### src/rtl/pipes.sv
// Shared pipeline types: ALU operation codes, RV64I opcode constants and the
// decoded payload carried from decode into execute.
package pipes;

  typedef enum logic [4:0] {
    ALU_ADD,
    ALU_SUB,
    ALU_SLTI,
    ALU_SLTIU,
    ALU_XOR,
    ALU_OR,
    ALU_AND,
    ALU_SLLI,
    ALU_SRLI,
    ALU_SRAI,
    ALU_ADDW,
    ALU_SUBW,
    ALU_SLLW,
    ALU_SRLW,
    ALU_SRAW,
    ALU_COPYB
  } alufunc_t;

  localparam logic [6:0] OP_IMM   = 7'b0010011;
  localparam logic [6:0] OP       = 7'b0110011;
  localparam logic [6:0] OP_IMM32 = 7'b0011011;
  localparam logic [6:0] OP32     = 7'b0111011;
  localparam logic [6:0] LUI      = 7'b0110111;
  localparam logic [6:0] AUIPC    = 7'b0010111;

  localparam logic [6:0] F7_ZERO = 7'b0000000;
  localparam logic [6:0] F7_ALT  = 7'b0100000;

  typedef struct packed {
    alufunc_t     alufunc;
    logic         srca_pc;
    logic         srcb_imm;
    logic [63:0]  imm;
    logic [4:0]   rs1;
    logic [4:0]   rs2;
    logic [4:0]   rd;
    logic         regwrite;
    logic         illegal;
    logic [63:0]  pc;
    logic [31:0]  instr;
  } decoded_t;

endpackage

### src/rtl/alu_decoder.sv
// Pure combinational RV64I ALU-class decode: instruction word and PC in,
// complete decoded_t payload out.
module alu_decoder
  import pipes::*;
(
  input  logic [31:0] instr,
  input  logic [63:0] pc,
  output decoded_t    dec
);

  logic [6:0]         opcode;
  logic [2:0]         funct3;
  logic [6:0]         funct7;
  logic signed [63:0] imm_i;
  logic signed [63:0] imm_u;
  logic [63:0]        shamt6;
  logic [63:0]        shamt5;

  alufunc_t           func;
  logic               ill;
  logic               srca;
  logic               srcb;
  logic [63:0]        imm;

  assign opcode = instr[6:0];
  assign funct3 = instr[14:12];
  assign funct7 = instr[31:25];
  assign imm_i  = 64'(signed'(instr[31:20]));
  assign imm_u  = 64'(signed'({instr[31:12], 12'b0}));
  assign shamt6 = {58'b0, instr[25:20]};
  assign shamt5 = {59'b0, instr[24:20]};

  always_comb begin
    func = ALU_COPYB;
    ill  = 1'b0;
    srca = 1'b0;
    srcb = 1'b0;
    imm  = '0;
    unique case (opcode)
      OP_IMM: begin
        srcb = 1'b1;
        imm  = imm_i;
        unique case (funct3)
          3'b000: func = ALU_ADD;
          3'b010: func = ALU_SLTI;
          3'b011: func = ALU_SLTIU;
          3'b100: func = ALU_XOR;
          3'b110: func = ALU_OR;
          3'b111: func = ALU_AND;
          3'b001: begin
            imm = shamt6;
            if (instr[31:26] == 6'b000000) func = ALU_SLLI;
            else                           ill  = 1'b1;
          end
          default: begin
            imm = shamt6;
            if (instr[31:26] == 6'b000000)      func = ALU_SRLI;
            else if (instr[31:26] == 6'b010000) func = ALU_SRAI;
            else                                ill  = 1'b1;
          end
        endcase
      end
      OP: begin
        if (funct7 == F7_ZERO) begin
          unique case (funct3)
            3'b000:  func = ALU_ADD;
            3'b001:  func = ALU_SLLI;
            3'b010:  func = ALU_SLTI;
            3'b011:  func = ALU_SLTIU;
            3'b100:  func = ALU_XOR;
            3'b101:  func = ALU_SRLI;
            3'b110:  func = ALU_OR;
            default: func = ALU_AND;
          endcase
        end else if (funct7 == F7_ALT && funct3 == 3'b000) begin
          func = ALU_SUB;
        end else if (funct7 == F7_ALT && funct3 == 3'b101) begin
          func = ALU_SRAI;
        end else begin
          ill = 1'b1;
        end
      end
      OP_IMM32: begin
        srcb = 1'b1;
        // funct7 covers instr[25], so a 6-bit shamt on a W shift is rejected here
        if (funct3 == 3'b000) begin
          func = ALU_ADDW;
          imm  = imm_i;
        end else if (funct3 == 3'b001 && funct7 == F7_ZERO) begin
          func = ALU_SLLW;
          imm  = shamt5;
        end else if (funct3 == 3'b101 && funct7 == F7_ZERO) begin
          func = ALU_SRLW;
          imm  = shamt5;
        end else if (funct3 == 3'b101 && funct7 == F7_ALT) begin
          func = ALU_SRAW;
          imm  = shamt5;
        end else begin
          ill = 1'b1;
        end
      end
      OP32: begin
        if (funct3 == 3'b000 && funct7 == F7_ZERO)      func = ALU_ADDW;
        else if (funct3 == 3'b000 && funct7 == F7_ALT)  func = ALU_SUBW;
        else if (funct3 == 3'b001 && funct7 == F7_ZERO) func = ALU_SLLW;
        else if (funct3 == 3'b101 && funct7 == F7_ZERO) func = ALU_SRLW;
        else if (funct3 == 3'b101 && funct7 == F7_ALT)  func = ALU_SRAW;
        else                                            ill  = 1'b1;
      end
      LUI: begin
        func = ALU_COPYB;
        srcb = 1'b1;
        imm  = imm_u;
      end
      AUIPC: begin
        func = ALU_ADD;
        srca = 1'b1;
        srcb = 1'b1;
        imm  = imm_u;
      end
      default: ill = 1'b1;
    endcase

    // Illegal entries still flow downstream as a harmless copy of zero
    if (ill) begin
      func = ALU_COPYB;
      srca = 1'b0;
      srcb = 1'b0;
      imm  = '0;
    end
  end

  always_comb begin
    dec          = '0;
    dec.alufunc  = func;
    dec.srca_pc  = srca;
    dec.srcb_imm = srcb;
    dec.imm      = imm;
    dec.rs1      = instr[19:15];
    dec.rs2      = instr[24:20];
    dec.rd       = instr[11:7];
    dec.regwrite = !ill && (instr[11:7] != 5'd0);
    dec.illegal  = ill;
    dec.pc       = pc;
    dec.instr    = instr;
  end

endmodule

### src/rtl/alu_decode.sv
// Decode stage for the execute-stage ALU: combinational decode into a one-entry
// output register with valid/ready handshake, stall and flush.
module alu_decode
  import pipes::*;
(
  input  logic        clk,
  input  logic        reset,
  input  logic        flush,
  input  logic        in_valid,
  output logic        in_ready,
  input  logic [31:0] in_instr,
  input  logic [63:0] in_pc,
  output logic        out_valid,
  input  logic        out_ready,
  output alufunc_t    out_alufunc,
  output logic        out_srca_pc,
  output logic        out_srcb_imm,
  output logic [63:0] out_imm,
  output logic [4:0]  out_rs1,
  output logic [4:0]  out_rs2,
  output logic [4:0]  out_rd,
  output logic        out_regwrite,
  output logic        out_illegal,
  output logic [63:0] out_pc,
  output logic [31:0] out_instr
);

  decoded_t dec_p0;
  decoded_t held_p1;
  logic     vld_p1;
  logic     accept;

  alu_decoder u_dec (
    .instr (in_instr),
    .pc    (in_pc),
    .dec   (dec_p0)
  );

  assign in_ready = !vld_p1 || out_ready;
  assign accept   = in_valid && in_ready;

  // p0 -> p1: capture on accept; flush discards both held and offered entries
  always_ff @(posedge clk or posedge reset) begin
    if (reset) begin
      vld_p1  <= 1'b0;
      held_p1 <= '0;
    end else if (flush) begin
      vld_p1  <= 1'b0;
    end else if (accept) begin
      vld_p1  <= 1'b1;
      held_p1 <= dec_p0;
    end else if (out_ready) begin
      vld_p1  <= 1'b0;
    end
  end

  assign out_valid    = vld_p1;
  assign out_alufunc  = held_p1.alufunc;
  assign out_srca_pc  = held_p1.srca_pc;
  assign out_srcb_imm = held_p1.srcb_imm;
  assign out_imm      = held_p1.imm;
  assign out_rs1      = held_p1.rs1;
  assign out_rs2      = held_p1.rs2;
  assign out_rd       = held_p1.rd;
  assign out_regwrite = held_p1.regwrite;
  assign out_illegal  = held_p1.illegal;
  assign out_pc       = held_p1.pc;
  assign out_instr    = held_p1.instr;

endmodule

### config.mk
export PLATFORM = sky130hd
export DESIGN_NAME = alu_decode
export DESIGN_NICKNAME = d
export VERILOG_FILES = /design/src/rtl/pipes.sv /design/src/rtl/alu_decoder.sv /design/src/rtl/alu_decode.sv
export SDC_FILE = /design/constraint.sdc
export NUM_CORES = 1
export LEC_CHECK = 0
export BUFFER_PORTS_ARGS = -buffer_cell sky130_fd_sc_hd__buf_4
export CAP_MARGIN = 0
export CORE_MARGIN = 2
export CORE_UTILIZATION = 33
export DETAILED_ROUTE_END_ITERATION = 8
export GPL_TIMING_DRIVEN = 0
export MAX_ROUTING_LAYER = met4
export PLACE_DENSITY = 0.64
export SLEW_MARGIN = 20
export SYNTH_ARGS = -nofsm -noshare
export SYNTH_HDL_FRONTEND = slang
export SYNTH_HIERARCHICAL = 1
export SYNTH_SLANG_ARGS = --single-unit
export TNS_END_PERCENT = 100
### constraint.sdc
create_clock -name clk -period 7.7 [get_ports clk]
set_input_delay 1.155 -clock clk [delete_from_list [all_inputs] [get_ports clk]]
set_output_delay 1.155 -clock clk [all_outputs]
set_load 0.1 [all_outputs]
* After elaboration in Yosys (flattened, before gate mapping) *
Cells that the tools add are included.

operators by class
  reductions and logical operators = 19
  mux-type cells = 43
  equal/unequal tests = 15
  bitwise logic cells = 1

operators with widths
  cell                number
  $mux 64             5
  $pmux 64 s3         1
  $mux 5              10
  $pmux 5 s7          1
  $eq 7x6->1 const B  4
  $pmux 4 s7          1
  $pmux 5 s5          1
  $eq 7x5->1 const B  3
  $mux 1              19
  $eq 3x3->1 const B  4
  $logic_and 1x1->1   7
  $logic_not 7->1     1
  $eq 3x2->1 const B  2
  $eq 6x5->1 const B  1
  $logic_not 6->1     1
  $mux 3              2
  $reduce_or 6->1     1
  $pmux 1 s5          1
  $reduce_bool 5->1   1
  $mux 4              1
  $reduce_or 4->1     1
  $eq 3x1->1 const B  1
  $logic_not 3->1     1
  $reduce_bool 3->1   1
  6 further kinds     7

storage, ports and cells
  output and inout port bits = 186
  logic and storage cells = 90
  flip-flop bits (word level) = 185

* Logic depth before layout (Yosys ltp) *
  depth in word-level cells = 10
  depth in mapped cells = 9

* Hierarchy *
The synthesis kept the hierarchy.

by module, submodules not included
  module       sequential area each (sq um)  instances  cells each  area each (sq um)
  alu_decode   4629.4                        1          395         6902.9
  alu_decoder  0.0                           1          270         1906.8

* Worst setup path before layout *
No wires, ideal clock.

  path kind = in2reg
  from = in in_instr[26]
  to = reg held_p1 (netlist bit out_imm[32])
  setup time = 0.069 ns
  arrival time = 3.415 ns
  cell stages on the path = 7
  setup slack = 4.216 ns
  cell sequence = or3_4 nor3_2 nand2b_1 o41a_1 and3b_1 buf_4 mux2_2

RTL lines
  element               line              source
  from (decl)           alu_decode.sv:11  input logic [31:0] in_instr,
  to (signal assigned)  alu_decode.sv:51  held_p1 <= dec_p0;
  to (decl)             alu_decode.sv:29  decoded_t held_p1;

==> flow_metrics.py <==
metrics = {
    "floorplan": {
        "die-height_um": 167,
        "core-area_um2": 26100,
        "start_util_pct": 33.7,
        "dieWidth_um": 167,
        "fp-row-count": 59,
        "die_area_um2": 28000,
        "io_pins": 287,
    },
    "sta": {
        "finalCritPeriodShare_pct": 45.4,
        "setup_viol_count_final": 0,
        "report.final.slew_viol_count": 0,
        "fin_crit_ps": 3490,
        "fmax_mhz": 286,
        "final-hold-violation-count": 0,
        "fin_worst_skew_ps": 13.1,
        "tightest_slew_ps": 892,
        "rsz0062_at_grt": "no",
        "slew_headroom_pct": 39.9,
    },
    "place": {
        "place_congestion": 0.793,
        "place_area_um2": 10900,
        "io_buffers": 220,
        "dp_hpwl_um": 15600,
    },
    "logic_synthesis": {
        "synth_top_family_by_area": "multiplexers",
        "postSynthAreaPerCell_um2": 13.2,
        "synth_common_cells": "dfrtp_1 (185), mux2_2 (175), buf_4 (160), a21o_1 (19), nor2_1 (14)",
        "synthTopCellsByArea": "dfrtp_1 (53%), mux2_2 (22%), buf_4 (14%), a21o_1 (1.6%), mux2_1 (1.2%)",
        "ys_warn_count": 6,
        "synthAdderAreaFrac_pct": 0,
        "ys_seq_elements": 185,
        "synth_top_cell_by_area": "dfrtp_1",
        "synth_top_flop_cell": "dfrtp_1",
        "syn_inst": 665,
        "synthMuxAreaShare_pct": 23.5,
        "synth-simple-area-share_pct": 4.86,
        "synth_compound_area_share_pct": 3.65,
        "synth_nets": 766,
        "synth_edf_count": 0,
        "async_reset_ff_share_pct": 100,
        "synth_top_area_share_pct": 52.5,
        "synth_area_um2": 8810,
        "synth-xor-area-share_pct": 0.0994,
        "ys_types": 44,
        "ys_seq_area_share_pct": 52.5,
        "yosys.cell_count.top_type": "dfrtp_1",
    },
    "clocking": {
        "numCtsBuffers": 17,
        "cts.clk_slew.worst_paths_ps": 80,
        "ctsHtreeMaxLevel": 4,
        "holdBufCountCts": 0,
        "clk_path_buf_depth": 2,
        "ctsResizeCount": 0,
        "post-cts-setup-buffer-count": 0,
        "clk-insertion-delay-late_ps": 430,
        "cts_tree": "yes",
        "cts_root_buf": "clkbuf_16",
        "clock-sinks": 185,
    },
    "drt": {
        "vias_per_cell": 4.53,
        "vias": 5672,
        "drc": 14,
        "wl_um": 21700,
        "drt_iter0_markers": 284,
        "dr.pass1.iters": 6,
        "wl_per_cell_um": 17.3,
        "antenna_left": 0,
    },
    "power": {
        "p_per_area_nw_per_um2": 289,
        "peakVddDrop_v": 0.000166,
        "power.leakage_nw": 5.80,
        "finalPower_mw": 3.33,
    },
    "global_route": {
        "antenna_found_initial": 0,
        "overflow": 0,
        "grt_max_degree": 97,
        "grt_pass1_vias": 5874,
        "grt_usage_pct": 16.1,
        "grt_pass1_wl_um": 33900,
    },
    "critical_path": {
        "cp.required_ps": 8070,
        "rrSetupSlack_ps": 5850,
        "endpoint": "out_imm[42]",
        "regToRegEndpoint": "out_rs1[4]",
        "critPathMostFrequentCell": "buf_4",
        "worstPathMaxFanout": 33,
        "worstPathCellList": "buf_4 -> or3_4 -> nor3_2 -> nand2b_1 -> o41a_1 -> and3b_2 -> buf_4 -> mux2_2",
        "crit_family": "simple AND/OR/NAND/NOR gates",
        "r2r_start": "out_valid",
        "crit_path_top_delay_cell": "and3b_2",
        "cp_num_cells": 8,
        "worstPathArrival_ps": 3860,
        "crit_path_end_kind": "flip-flop",
        "path_buf_inv": 2,
        "reg2reg_depth": 5,
        "critical_path_class": "in -> reg",
        "cpPeakStageDelay_ps": 700,
        "worstSetupStartpointType": "primary input",
        "cp-startpoint": "in_instr[26]",
    },
    "min_path": {
        "hp-class": "reg -> reg",
    },
    "layout": {
        "layout-drive-gt1-share_pct": 66.6,
        "area_growth_pct": 31.0,
        "antennaDiodeCount": 0,
        "nets": 1006,
        "final_cell_area_um2": 11500,
    },
    "outcome": {
        "status": "complete, but fails checks",
        "violations": "DRC",
    },
    "run": {
        "drv_cap": 0,
    },
}
-- layout by cell type (no fill, tap or decap), drive strengths merged, types with 2 or more instances in the layout --
cell type,count
a2111oi,2
a21o,19
a21oi,5
a31oi,2
and2,7
and3,2
and4,5
and4b,2
buf,393
bufinv,2
clkbuf,26
clkinv,4
dfrtp,185
inv,12
mux2,184
nand2,5
nand2b,3
nand3,2
nor2,14
nor2b,7
nor3,6
nor3b,5
nor4,2
o21ai,7
o221ai,2
o31ai,2
-- worst min path at each step --
stage | from | end | slack, ps | cells past startpoint
after global routing | out_pc[9] | out_pc[9] | 500 | 1
after floorplan | out_pc[10] | out_pc[10] | 1160 | 1
final | out_pc[9] | out_pc[9] | 490 | 1
after global placement | out_pc[14] | out_pc[14] | 470 | 1
after CTS | out_pc[9] | out_pc[9] | 500 | 1
after detailed placement | out_pc[9] | out_pc[9] | 480 | 1
-- worst register-to-register path: stages, from the launching register on --
cell	delay, ps
dfrtp_1	390
nor2b_1	170
nor3b_2	260
buf_4	290
buf_4	270
mux2_2	360
-- layer usage --
layer / up-vias / GRT usage, % / wire length (um)
li1: 2626 / - / -
met1: 2846 / 20.9 / 9450
met2: 186 / 25.3 / 10500
met3: 14 / 3.73 / 1440
met4: 0 / 4.23 / 314
met5: - / - / 0
-- area by class of cell --
class	instances	area, um^2
fillers	2511	14600
flip-flops and latches	185	4630
multi-input cells	295	2840
repair buffers	221	1680
plain buffers	180	1330
clock buffers	18	439
well taps	335	419
clock inverters	14	178
inverters	5	26.3
-- flip-flops by register name, summed over array words and instances, names as in the netlist --
name          count
out_illegal       1
out_valid         1
out_pc           64
out_srca_pc       1
out_imm          64
out_rs1           5
out_regwrite      1
out_srcb_imm      1
out_rd            5
out_rs2           5
out_instr        32
out_alufunc       5
-- kinds of logic after synthesis --
family / Yosys count
AOI/OAI and AO/OA: 44
xor gates and xnor gates: 1
buffers and inverters: 185
DFF: 185
muxes: 184
other: 1
and+or+nand+nor: 65
-- power by group --
part	internal, mW	switching [mW]
Clock	0.504	0.432
Sequential	1.08	0.0549
Combinational	0.292	0.969
-- per-stage QoR --
step | std cells | TNS (ps) | util, % | setup slack (ps) | hold WS [ps]
after floorplan | 665 | 0 | - | 1520 | 1160
after global placement | 1220 | -195920 | 41.6 | -1080 | 471
after detailed placement | 1221 | 0 | 41.8 | 3790 | 482
after CTS | 1253 | 0 | 44.1 | 4220 | 501
after global routing | 1253 | 0 | 44.2 | 4050 | 505
final | 1253 | 0 | 44.2 | 4210 | 494
No activity file was read; power rests on OpenSTA's default activity.
